===== config.mk =====
export PLATFORM = sky130hd
export DESIGN_NAME = bcp_clause_scheduler
export DESIGN_NICKNAME = d
export VERILOG_FILES = /design/src/rtl/bcp_clause_scheduler.sv
export SDC_FILE = /design/constraint.sdc
export NUM_CORES = 1
export LEC_CHECK = 0
export CAP_MARGIN = 20
export CORE_MARGIN = 5
export CORE_UTILIZATION = 25
export DETAILED_ROUTE_END_ITERATION = 7
export GPL_TIMING_DRIVEN = 0
export PLACE_DENSITY_LB_ADDON = 0.12
export SETUP_SLACK_MARGIN = 0.15
export SLEW_MARGIN = 10
export SYNTH_ARGS = -nofsm -noshare
export SYNTH_HDL_FRONTEND = slang
export SYNTH_SLANG_ARGS = --single-unit

===== constraint.sdc =====
create_clock -name clk -period 6.42 [get_ports clk]
set_input_delay 1.926 -clock clk [delete_from_list [all_inputs] [get_ports clk]]
set_output_delay 1.926 -clock clk [all_outputs]
set_load 0.02 [all_outputs]

===== src/rtl/bcp_clause_scheduler.sv =====
`default_nettype none
// ============================================================================
// Module   : bcp_clause_scheduler
// Brief    : Pending-clause FIFO feeding the clause-index decoder, one issue per
//            eval_done. Optional macro BCP_SCHED_DEDUP_EN adds duplicate suppression.
// Revision : 1.0 - initial release
// ============================================================================

`ifndef CLAUSE_NUM_LOG
`define CLAUSE_NUM_LOG 5
`endif
`ifndef CLAUSE_NUM
`define CLAUSE_NUM (1 << `CLAUSE_NUM_LOG)
`endif

module bcp_clause_scheduler #(
    parameter int DEPTH = 8
) (
    input  logic                          clk,
    input  logic                          rst,
    input  logic                          push_valid,
    input  logic [`CLAUSE_NUM_LOG-1:0]    push_idx,
    output logic                          push_ready,
    input  logic                          flush,
    input  logic                          eval_done,
    output logic [`CLAUSE_NUM_LOG-1:0]    de_in,
    output logic                          issue_valid,
    output logic                          busy,
    output logic [$clog2(DEPTH+1)-1:0]    count,
    output logic                          overflow
);

    localparam int AW = $clog2(DEPTH);
    localparam int CW = $clog2(DEPTH+1);
    localparam int IW = `CLAUSE_NUM_LOG;

    typedef enum logic [0:0] {
        ST_IDLE = 1'b0,
        ST_EVAL = 1'b1
    } state_t;

    state_t            r_state;
    state_t            w_state_next;

    logic [IW-1:0]     r_mem [DEPTH];
    logic [AW:0]       r_wr_ptr;
    logic [AW:0]       r_rd_ptr;
    logic [CW-1:0]     r_count;
    logic              r_overflow;
    logic [IW-1:0]     r_de_in;

    logic              w_full;
    logic              w_empty;
    logic              w_pop;
    logic              w_push_hs;
    logic              w_dup;
    logic              w_enq;
    logic [IW-1:0]     w_head;

    // Wrap bit distinguishes full from empty when the index bits match.
    assign w_empty   = (r_wr_ptr == r_rd_ptr);
    assign w_full    = (r_wr_ptr[AW] != r_rd_ptr[AW]) &&
                       (r_wr_ptr[AW-1:0] == r_rd_ptr[AW-1:0]);
    assign w_head    = r_mem[r_rd_ptr[AW-1:0]];
    assign w_push_hs = push_valid && !w_full && !flush;
    assign w_enq     = w_push_hs && !w_dup;

    assign push_ready  = !w_full;
    assign issue_valid = (r_state == ST_EVAL);
    assign busy        = issue_valid || !w_empty;
    assign count       = r_count;
    assign overflow    = r_overflow;
    assign de_in       = r_de_in;

`ifdef BCP_SCHED_DEDUP_EN
    logic [`CLAUSE_NUM-1:0] r_pending;

    // An index leaving the FIFO on this edge is no longer pending.
    assign w_dup = r_pending[push_idx] && !(w_pop && (w_head == push_idx));

    always_ff @(posedge clk or posedge rst) begin
        if (rst) begin
            r_pending <= '0;
        end else if (flush) begin
            r_pending <= '0;
        end else begin
            if (w_pop) begin
                r_pending[w_head] <= 1'b0;
            end
            if (w_enq) begin
                r_pending[push_idx] <= 1'b1;
            end
        end
    end
`else
    assign w_dup = 1'b0;
`endif

    always_ff @(posedge clk or posedge rst) begin
        if (rst) begin
            r_state <= ST_IDLE;
        end else begin
            r_state <= w_state_next;
        end
    end

    always_comb begin
        w_state_next = r_state;
        w_pop        = 1'b0;
        if (flush) begin
            w_state_next = ST_IDLE;
        end else begin
            case (r_state)
                ST_IDLE: begin
                    if (!w_empty) begin
                        w_pop        = 1'b1;
                        w_state_next = ST_EVAL;
                    end
                end
                ST_EVAL: begin
                    if (eval_done) begin
                        if (!w_empty) begin
                            w_pop = 1'b1;
                        end else begin
                            w_state_next = ST_IDLE;
                        end
                    end
                end
                default: w_state_next = ST_IDLE;
            endcase
        end
    end

    always_ff @(posedge clk) begin
        if (w_enq) begin
            r_mem[r_wr_ptr[AW-1:0]] <= push_idx;
        end
    end

    always_ff @(posedge clk or posedge rst) begin
        if (rst) begin
            r_wr_ptr   <= '0;
            r_rd_ptr   <= '0;
            r_count    <= '0;
            r_overflow <= 1'b0;
            r_de_in    <= '0;
        end else if (flush) begin
            r_wr_ptr   <= '0;
            r_rd_ptr   <= '0;
            r_count    <= '0;
            r_overflow <= 1'b0;
        end else begin
            if (w_enq) begin
                r_wr_ptr <= r_wr_ptr + 1'b1;
            end
            if (w_pop) begin
                r_rd_ptr <= r_rd_ptr + 1'b1;
                r_de_in  <= w_head;
            end
            case ({w_enq, w_pop})
                2'b10:   r_count <= r_count + 1'b1;
                2'b01:   r_count <= r_count - 1'b1;
                default: r_count <= r_count;
            endcase
            if (push_valid && w_full) begin
                r_overflow <= 1'b1;
            end
        end
    end

endmodule

`default_nettype wire


==> flow_summary.ini <==
[run_status]
status = finished, final reports clean

[hold_path]
hold_path_end = overflow
hold_class = reg -> reg
min_from = overflow
min_path_cells = 2

[detailed_routing]
drt_iter0_markers = 60
via_per_inst = 4.35
wirelength_um = 6000
wl_per_cell_um = 16.5
route.detailed.drc = 0
drtPass1Iterations = 4
antenna_left = 0
vias = 1584

[cts]
cts_tree = yes
cts.sinks = 59
cts_made_buffers = 9
cts.path.max_buffers = 2
cts-root-buf = clkbuf_8
h-tree-depth = 3
postCtsSetupRepairBufs = 0
clk_pin_slew_worst_paths_ns = 0.07
cts-resized-gates = 0
cts_hold_buffers = 0
clkLatencyLatePin_ns = 0.34

[sta]
skew_ns = 0.0111
slew_violations = 0
hold_viol_final = 0
hold-worst-slack_ns = 0.527
worstMarginPinSlew_ns = 0.948
fin_crit_ns = 4.37
relSlewSlack_pct = 36.3
fmax_mhz = 229
rsz0062_at_grt = no
tns_ns = 0
setup_viol = 0
finalCritPeriodShare_pct = 68.1

[cells_and_area]
stdcell_count = 364
drive_above_1_share_pct = 22.3
regArea_um2 = 1680
multi_input_area_um2 = 1020
syn_to_final_growth_pct = 22.7
diodes = 0
fin_area_um2 = 3400
nNetsFinal = 234
fill_cells = 1112

[power]
combPwrFrac_pct = 32.9
p_clk_share_pct = 30.0
power_frac_seq_pct = 37.0
switching_share_pct = 32.0
irDropWorstVdd_mv = 0.139
leakage_nw = 1.22
power_switching_uw = 403
power.internal_uw = 856
pwr_density_cell_nw_per_um2 = 370

[global_route]
grt_max_degree = 20
grt-ovfl-total = 0
grt_pass1_vias = 1665
grtUsageTotal_pct = 9.69
grt_pass1_wl_um = 9400
antenna_found_initial = 0

[synthesis]
ys_seq_area_share_pct = 60.5
async_flop_share_pct = 32.2
synth_seq_cells = 59
synthCells = 184
yosys-top-cells-count = edfxtp_1, nor2_1, dfrtp_1
synth_area_leaders = edfxtp_1, dfrtp_1, mux4_2, xor2_1, mux2i_1
synth-edff-count = 40
synth.distinct_cells = 41
syn_nets = 199
syn_area_per_cell_um2 = 15.1
syn_area_um2 = 2770
synthDominantCellAreaShare_pct = 43.3
yosysMostFrequentCell = edfxtp_1
yosys.area.top_type = edfxtp_1
ys.flop_type = edfxtp_1
yosysWarnings = 0

[setup_path]
path_max_fanout = 10
reg2regPathDepth = 11
cp_cell_sequence = clkdlybuf4s50_1 > clkbuf_1 > nor3_1 > a21boi_1 > ha_1 > a21oi_1 > nand2_1 > xor2_1 > or4_1 > nand3_1
reg2reg_slack_ns = 3.31
cp-start-kind = input port
crit_type = in -> reg
cp.required_ns = 6.70
r2r_end = count[3]
end_kind = flip-flop
cpMaxStageDelayCell = or4_1
r2r_start = r_rd_ptr[1]
crit_arrival_ns = 4.65
max_stage_delay_ns = 0.51

[job]
drv_cap = 0

[floorplanning]
rows = 38
die_area_um2 = 13300
die_h_um = 115
core_um2 = 10800
start_util_pct = 25.6
die_width_um = 115
ioPinCount = 23

[placement]
gp_congestion = 0.699
io_buffer_count = 22
hpwl_um = 4220
dp_cells = 347
placedInstanceArea_um2 = 3180
[kinds of logic after synthesis]
kind of cell	count (synthesis)	synth area share (%)
buffers and inverters	14	2.57
AO/OA/AOI/OAI	20	6.23
flip-flops	59	60.5
AND/OR/NAND/NOR	51	9.88
multiplexers	19	11.4
XOR/XNOR	16	6.95
adder cells (fa/ha/maj)	5	2.53
[power by group through the flow]
stage	combinational, mW	sequential [mW]	clock [mW]
after floorplan	0.256	0.503	0
after global placement	0.424	0.474	0
after detailed placement	0.423	0.475	0
after CTS	0.425	0.467	0.390
after global routing	0.452	0.472	0.412
final	0.414	0.466	0.378
[state kept, by name, summed over array words and instances (netlist names)]
| register | cells |
|---|---|
| count | 4 |
| de_in | 5 |
| issue_valid | 1 |
| overflow | 1 |
| r_mem | 40 |
| r_rd_ptr | 4 |
| r_wr_ptr | 4 |
[worst max path at each step]
stage / from / endpoint
detailed placement: flush / count[3]
finish: flush / count[3]
floorplan: flush / count[3]
CTS: flush / count[3]
global placement: flush / count[3]
global route: flush / count[3]
[cell usage in the layout (no fill, tap or decap), drive strengths merged]
| cell type | synthesis | final |
|---|---|---|
| inv | 2 | 4 |
| and2 | 1 | 1 |
| or3 | 2 | 2 |
| nor2b | 3 | 3 |
| o41ai | 1 | 1 |
| edfxtp | 40 | 40 |
| a22o | 1 | 1 |
| or4 | 1 | 1 |
| a41oi | 1 | 1 |
| nor2 | 20 | 20 |
| nand2b | 2 | 2 |
| nand2 | 6 | 6 |
| nor3b | 4 | 4 |
| a31oi | 1 | 1 |
| clkdlybuf4s50 | 0 | 22 |
| o211ai | 1 | 1 |
| fa | 1 | 1 |
| bufinv | 0 | 2 |
| clkbuf | 3 | 12 |
| o21ai | 1 | 1 |
| xnor2 | 5 | 5 |
| clkinv | 0 | 2 |
| mux4 | 10 | 10 |
| xor2 | 11 | 11 |
| nand4 | 1 | 1 |
| mux2i | 9 | 9 |
| clkinvlp | 0 | 1 |
| o221ai | 1 | 1 |
| a21boi | 1 | 1 |
| buf | 9 | 11 |
| ha | 4 | 4 |
| dfrtp | 19 | 19 |
| nand3 | 6 | 6 |
| o311ai | 2 | 2 |
| a21oi | 10 | 10 |
| nor4 | 1 | 1 |
| nor3 | 4 | 4 |
[metrics by stage]
stage          util [%]  power, mW  worst slack [ns]
6_report           31.4       1.26              2.05
3_5_place_dp       29.3      0.898              1.62
5_1_grt            31.4       1.34              1.87
4_1_cts            31.3       1.28              1.98
3_3_place_gp       29.2      0.898              1.61
2_1_floorplan         -      0.759              2.52
[worst max-delay path, delay by kind of cell]
family / cells / cell delay (ns)
adder cells (fa/ha/maj): 1 / 0.34
XOR/XNOR: 1 / 0.16
buffers and inverters: 2 / 0.69
AND/OR/NAND/NOR: 4 / 1.04
AO/OA/AOI/OAI: 2 / 0.48
[routing by layer]
metal	wire length [um]	share of wire, %	track usage, %	vias up
met4	77	1.3	2.82	0
met3	280	4.7	3.74	5
met1	2770	46	12.2	798
met2	2870	48	15.5	28
met5	0	0	0	-
li1	-	-	-	753
[final cells by class]
cell class | count | share of cell area, %
Sequential cell | 59 | 49.3
Inverter | 2 | 0.221
Timing Repair Buffer | 24 | 6.84
Tap cell | 140 | 5.15
Clock inverter | 7 | 2.90
Buffer | 12 | 1.88
Clock buffer | 9 | 3.64
Multi-Input combinational cell | 111 | 30.1
No activity file was read; power rests on OpenSTA's default activity.
==> RTL change 1 (same flow settings) <==
Build with the macro `BCP_SCHED_DEDUP_EN` defined.
--- a/src/rtl/bcp_clause_scheduler.sv
+++ b/src/rtl/bcp_clause_scheduler.sv
@@ -6,4 +6,6 @@
 // Revision : 1.0 - initial release
 // ============================================================================
+
+`define BCP_SCHED_DEDUP_EN
 
 `ifndef CLAUSE_NUM_LOG
Check against the original RTL: not equivalent (a bounded check fails within 4 cycles, from zero or initial values and one cycle with rst high).
==> RTL change 1 against the unedited design <==
Design area increased by 57%. Sequential cell count increased by 32. Maximum frequency fell by 26%. Area after synthesis up 63%. Count of clock-buffer cells in the layout rose by 1. First-iteration DRC count rose to 4.9 times the old value. Largest power group unchanged. Core utilization fell by 1.6 points. Register-to-register slack got worse by 1.2 ns. Power grew 38%. Critical path depth is 6 higher. Wire length rose by 120%. Worst setup slack lost 1.5 ns.
==> RTL change 1: results (changes against the unedited design) <==
qor: grt.grt.met2_usage 0.217 [was 0.155]
qor: logic_synthesis.postSynth.asyncResetShare 0.560 [was 0.322]
qor: drt.initialDrtViolationCount 295 [was 60]
qor: critical_path.cp_max_fo 14 [was 10]
qor: place.post-place-ws -0.150 ns [was 1.62 ns]
qor: grt.groute.layer.met3.usage 0.0195 [was 0.0374]
qor: finish.layout_net_count 459 [was 234]
qor: timing.slew_headroom 0.315 [was 0.363]
qor: logic_synthesis.postSynthNetCount 426 [was 199]
qor: logic_synthesis.post_synth_inst_count 412 [was 184]
qor: grt.grt_start_max_net_pins 33 [was 20]
qor: place.port_buffers 21 [was 22]
qor: drt.routed_wl_per_cell 19.7 um [was 16.5 um]
qor: finish.layout.filler_cells 1865 [was 1112]
qor: timing.worst_clock_skew 0.00651 ns [was 0.0111 ns]
qor: logic_synthesis.netlist-cell-type-count 53 [was 41]
qor: finish.layoutNonFillerInstCount 679 [was 364]
qor: status.run_status finished, final reports clean [unchanged]
qor: drt.met1Wirelength 6000 um [was 2770 um]
qor: drt.firstDrtPassIters 6 [was 4]
qor: logic_synthesis.complex_gate_fraction_of_the_synthesized_area 0.142 [was 0.0623]
qor: cts.root_buffer sky130_fd_sc_hd__clkbuf_16 [was sky130_fd_sc_hd__clkbuf_8]
qor: place.placed_area 5030 um2 [was 3180 um2]
qor: drt.routed_wl_met2 6430 um [was 2870 um]
qor: logic_synthesis.synth_mux_area_frac 0.101 [was 0.114]
qor: logic_synthesis.sequential_element_share_of_the_synthesized_area 0.549 [was 0.605]
qor: grt.global_route_wire_length_before_repair 20800 um [was 9400 um]
qor: logic_synthesis.synth_xor_xnor_area_share 0.0269 [was 0.0695]
qor: power.vdd_ir_drop_max 0.189 mV [was 0.139 mV]
qor: place.gp_congestion 0.824 [was 0.699]
qor: drt.via_per_inst 5.02 [was 4.35]
qor: power.pnr_total_power 0.00174 W [was 0.00126 W]
RTL change 1: critical path: stages:
cell	delay, ns
sky130_fd_sc_hd__clkdlybuf4s50_1	0.81
sky130_fd_sc_hd__clkbuf_1	0.41
sky130_fd_sc_hd__nand2_1	0.13
sky130_fd_sc_hd__o32ai_1	0.33
sky130_fd_sc_hd__a222oi_1	0.17
sky130_fd_sc_hd__and3_1	0.17
sky130_fd_sc_hd__a41o_1	0.26
sky130_fd_sc_hd__and2_1	0.17
sky130_fd_sc_hd__buf_2	0.17
sky130_fd_sc_hd__buf_2	0.22
sky130_fd_sc_hd__nor2_1	0.19
sky130_fd_sc_hd__ha_1	0.32
sky130_fd_sc_hd__o21a_1	0.13
sky130_fd_sc_hd__nor3_1	0.16
sky130_fd_sc_hd__nor2_1	0.06
sky130_fd_sc_hd__mux4_2	0.46
RTL change 1: path summary, 6_finish.rpt:
kind / from / end / slack [ns] / depth (start not counted)
max: push_idx[4] / count[3] / 0.54 / 16
max reg2reg: r_rd_ptr[0] / count[3] / 2.10 / 15
min in group asynchronous: rst / de_in[2] / 1.92 / 2
min reg2reg: de_in[1] / de_in[1] / 0.48 / 1
max in group asynchronous: rst / r_pending[3] / 3.94 / 3
min: de_in[1] / de_in[1] / 0.48 / 1
RTL change 1: timing repair:
item / 4_1_cts / 5_1_grt
setup endpoints to repair: 0 / 12
gates resized for setup: 0 / 9
setup buffers: 0 / 0
RTL change 1: cell type report:
cell class	count	area, um2	area share
buffer	23	106	0.0200
clock buffer	10	229	0.0430
clock inverter	6	48.8	0.00916
inverter	9	33.8	0.00634
multi-input combinational	289	1910	0.358
sequential	91	2480	0.465
tap	229	287	0.0538
timing repair buffer	22	235	0.0442
==> RTL change 2 (config.mk and constraints unchanged) <==
Without the edit above. Put one more register stage on the output `count`, without a reset. The value now appears one clock later. The other outputs are not delayed to match.
--- a/src/rtl/bcp_clause_scheduler.sv
+++ b/src/rtl/bcp_clause_scheduler.sv
@@ -69,5 +69,7 @@
     assign issue_valid = (r_state == ST_EVAL);
     assign busy        = issue_valid || !w_empty;
-    assign count       = r_count;
+    always_ff @(posedge clk) begin
+        count <= r_count;
+    end
     assign overflow    = r_overflow;
     assign de_in       = r_de_in;
Behaviour: not the same (a bounded check fails within 4 cycles, from zero or initial values and one cycle with rst high).
==> RTL change 2 against the unedited design <==
Sequential cell count is 4 higher. Maximum frequency is 2.7% higher. Global-route usage is 0.31 points lower. Register-to-register slack better by 0.11 ns. Worst setup slack better by 0.12 ns. Design area is 0.22% lower. Power is 7.1% higher. Synthesized cell count is 8.7% lower. Clock skew is 0.0033 ns lower. Wire length is 5.3% lower. Sequential share of layout area is 2.5 points higher. Area after synthesis is 2.1% lower. Critical path type unchanged. Highest routed layer unchanged.
==> RTL change 2: results (changes against the unedited design) <==
qor: critical_path.timing.reg2reg.worst_path_depth 9 [was 11]
qor: place.post-place-ws 1.76 ns [was 1.62 ns]
qor: status.run_status finished, final reports clean [unchanged]
qor: critical_path.r2r_slack 3.42 ns [was 3.31 ns]
qor: timing.postLayoutSetupSlackWorst 2.17 ns [was 2.05 ns]
qor: power.power_report.internal_total 0.000969 W [was 0.000856 W]
qor: logic_synthesis.postSynthNetCount 183 [was 199]
qor: place.gp_congestion 0.708 [was 0.699]
qor: logic_synthesis.netlist-cell-type-count 35 [was 41]
qor: finish.layout.filler_cells 1075 [was 1112]
qor: drt.routed_wl_per_cell 16.4 um [was 16.5 um]
qor: logic_synthesis.netlist_top_cells_area sky130_fd_sc_hd__edfxtp_1 44%, sky130_fd_sc_hd__dfrtp_1 18%, sky130_fd_sc_hd__mux4_2 7.5% [was sky130_fd_sc_hd__edfxtp_1 43%, sky130_fd_sc_hd__dfrtp_1 17%, sky130_fd_sc_hd__mux4_2 8.1%]
qor: place.post-dp-hpwl 3870 um [was 4220 um]
qor: critical_path.slowest_stage sky130_fd_sc_hd__nor4_1 [was sky130_fd_sc_hd__or4_1]
qor: drt.routed_wire_length 5680 um [was 6000 um]
qor: finish.layout_net_count 217 [was 234]
qor: logic_synthesis.postSynth.asyncResetShare 0.302 [was 0.322]
qor: power.vdd_ir_drop_max 0.142 mV [was 0.139 mV]
qor: drt.via_per_inst 4.25 [was 4.35]
qor: drt.initialDrtViolationCount 56 [was 60]
qor: finish.share_of_layout_cells_above_drive_strength_1 0.242 [was 0.223]
qor: critical_path.crit-reg2reg-capture r_count[3] [was count[3]]
qor: logic_synthesis.complex_gate_fraction_of_the_synthesized_area 0.0346 [was 0.0623]
qor: grt.global_route_wire_length_before_repair 8890 um [was 9400 um]
qor: logic_synthesis.synth_mux_area_frac 0.145 [was 0.114]
qor: timing.hold_slack 0.413 ns [was 0.527 ns]
qor: power.power.density_cell_area 397 nW/um2 [was 370 nW/um2]
qor: grt.grt_use_total 0.0938 [was 0.0969]
qor: critical_path.critPathMaxStageDelay 0.64 ns [was 0.51 ns]
qor: place.placedCellCount 331 [was 347]
qor: power.comb_power 0.000374 W [was 0.000414 W]
qor: critical_path.timing.critical_path.max_delay_family buffers and inverters [was simple AND/OR/NAND/NOR gates]
qor: timing.slew_headroom 0.269 [was 0.363]
qor: logic_synthesis.post_synth_inst_count 168 [was 184]
qor: min_path.hold_depth 0 [was 2]
qor: logic_synthesis.synth-adder-area-share 0.0258 [was 0.0253]
qor: logic_synthesis.synth_xor_xnor_area_share 0.0470 [was 0.0695]
## RTL change 2: cell count changes in the layout (fill, tap and decap cells not counted), moves of 4 or more
| cell | delta |
|---|---|
| sky130_fd_sc_hd__dfxtp_1 | +4 |
| sky130_fd_sc_hd__buf_2 | -5 |
| sky130_fd_sc_hd__a21oi_1 | -5 |
| sky130_fd_sc_hd__mux2i_1 | -5 |
| sky130_fd_sc_hd__nor2_1 | -4 |
| sky130_fd_sc_hd__xor2_1 | -4 |
| sky130_fd_sc_hd__mux2_2 | +10 |
## RTL change 2: routing by layer
layer,vias to the layer above,routed length [um],global-route usage
met5,-,0,0
met4,0,78,0.0333
met3,5,206,0.0285
met2,28,2610,0.133
met1,735,2790,0.135
li1,706,-,-
## RTL change 2: area by class of cell
cell class              count  area, um2  area share
repair buffers             23        225      0.0663
inverters                   3       11.3     0.00332
clock buffers               9        124      0.0365
clock inverters             7        144      0.0424
well taps                 140        175      0.0516
plain buffers               7       42.5      0.0125
flip-flops and latches     63       1760       0.517
multi-input cells          95        917       0.270
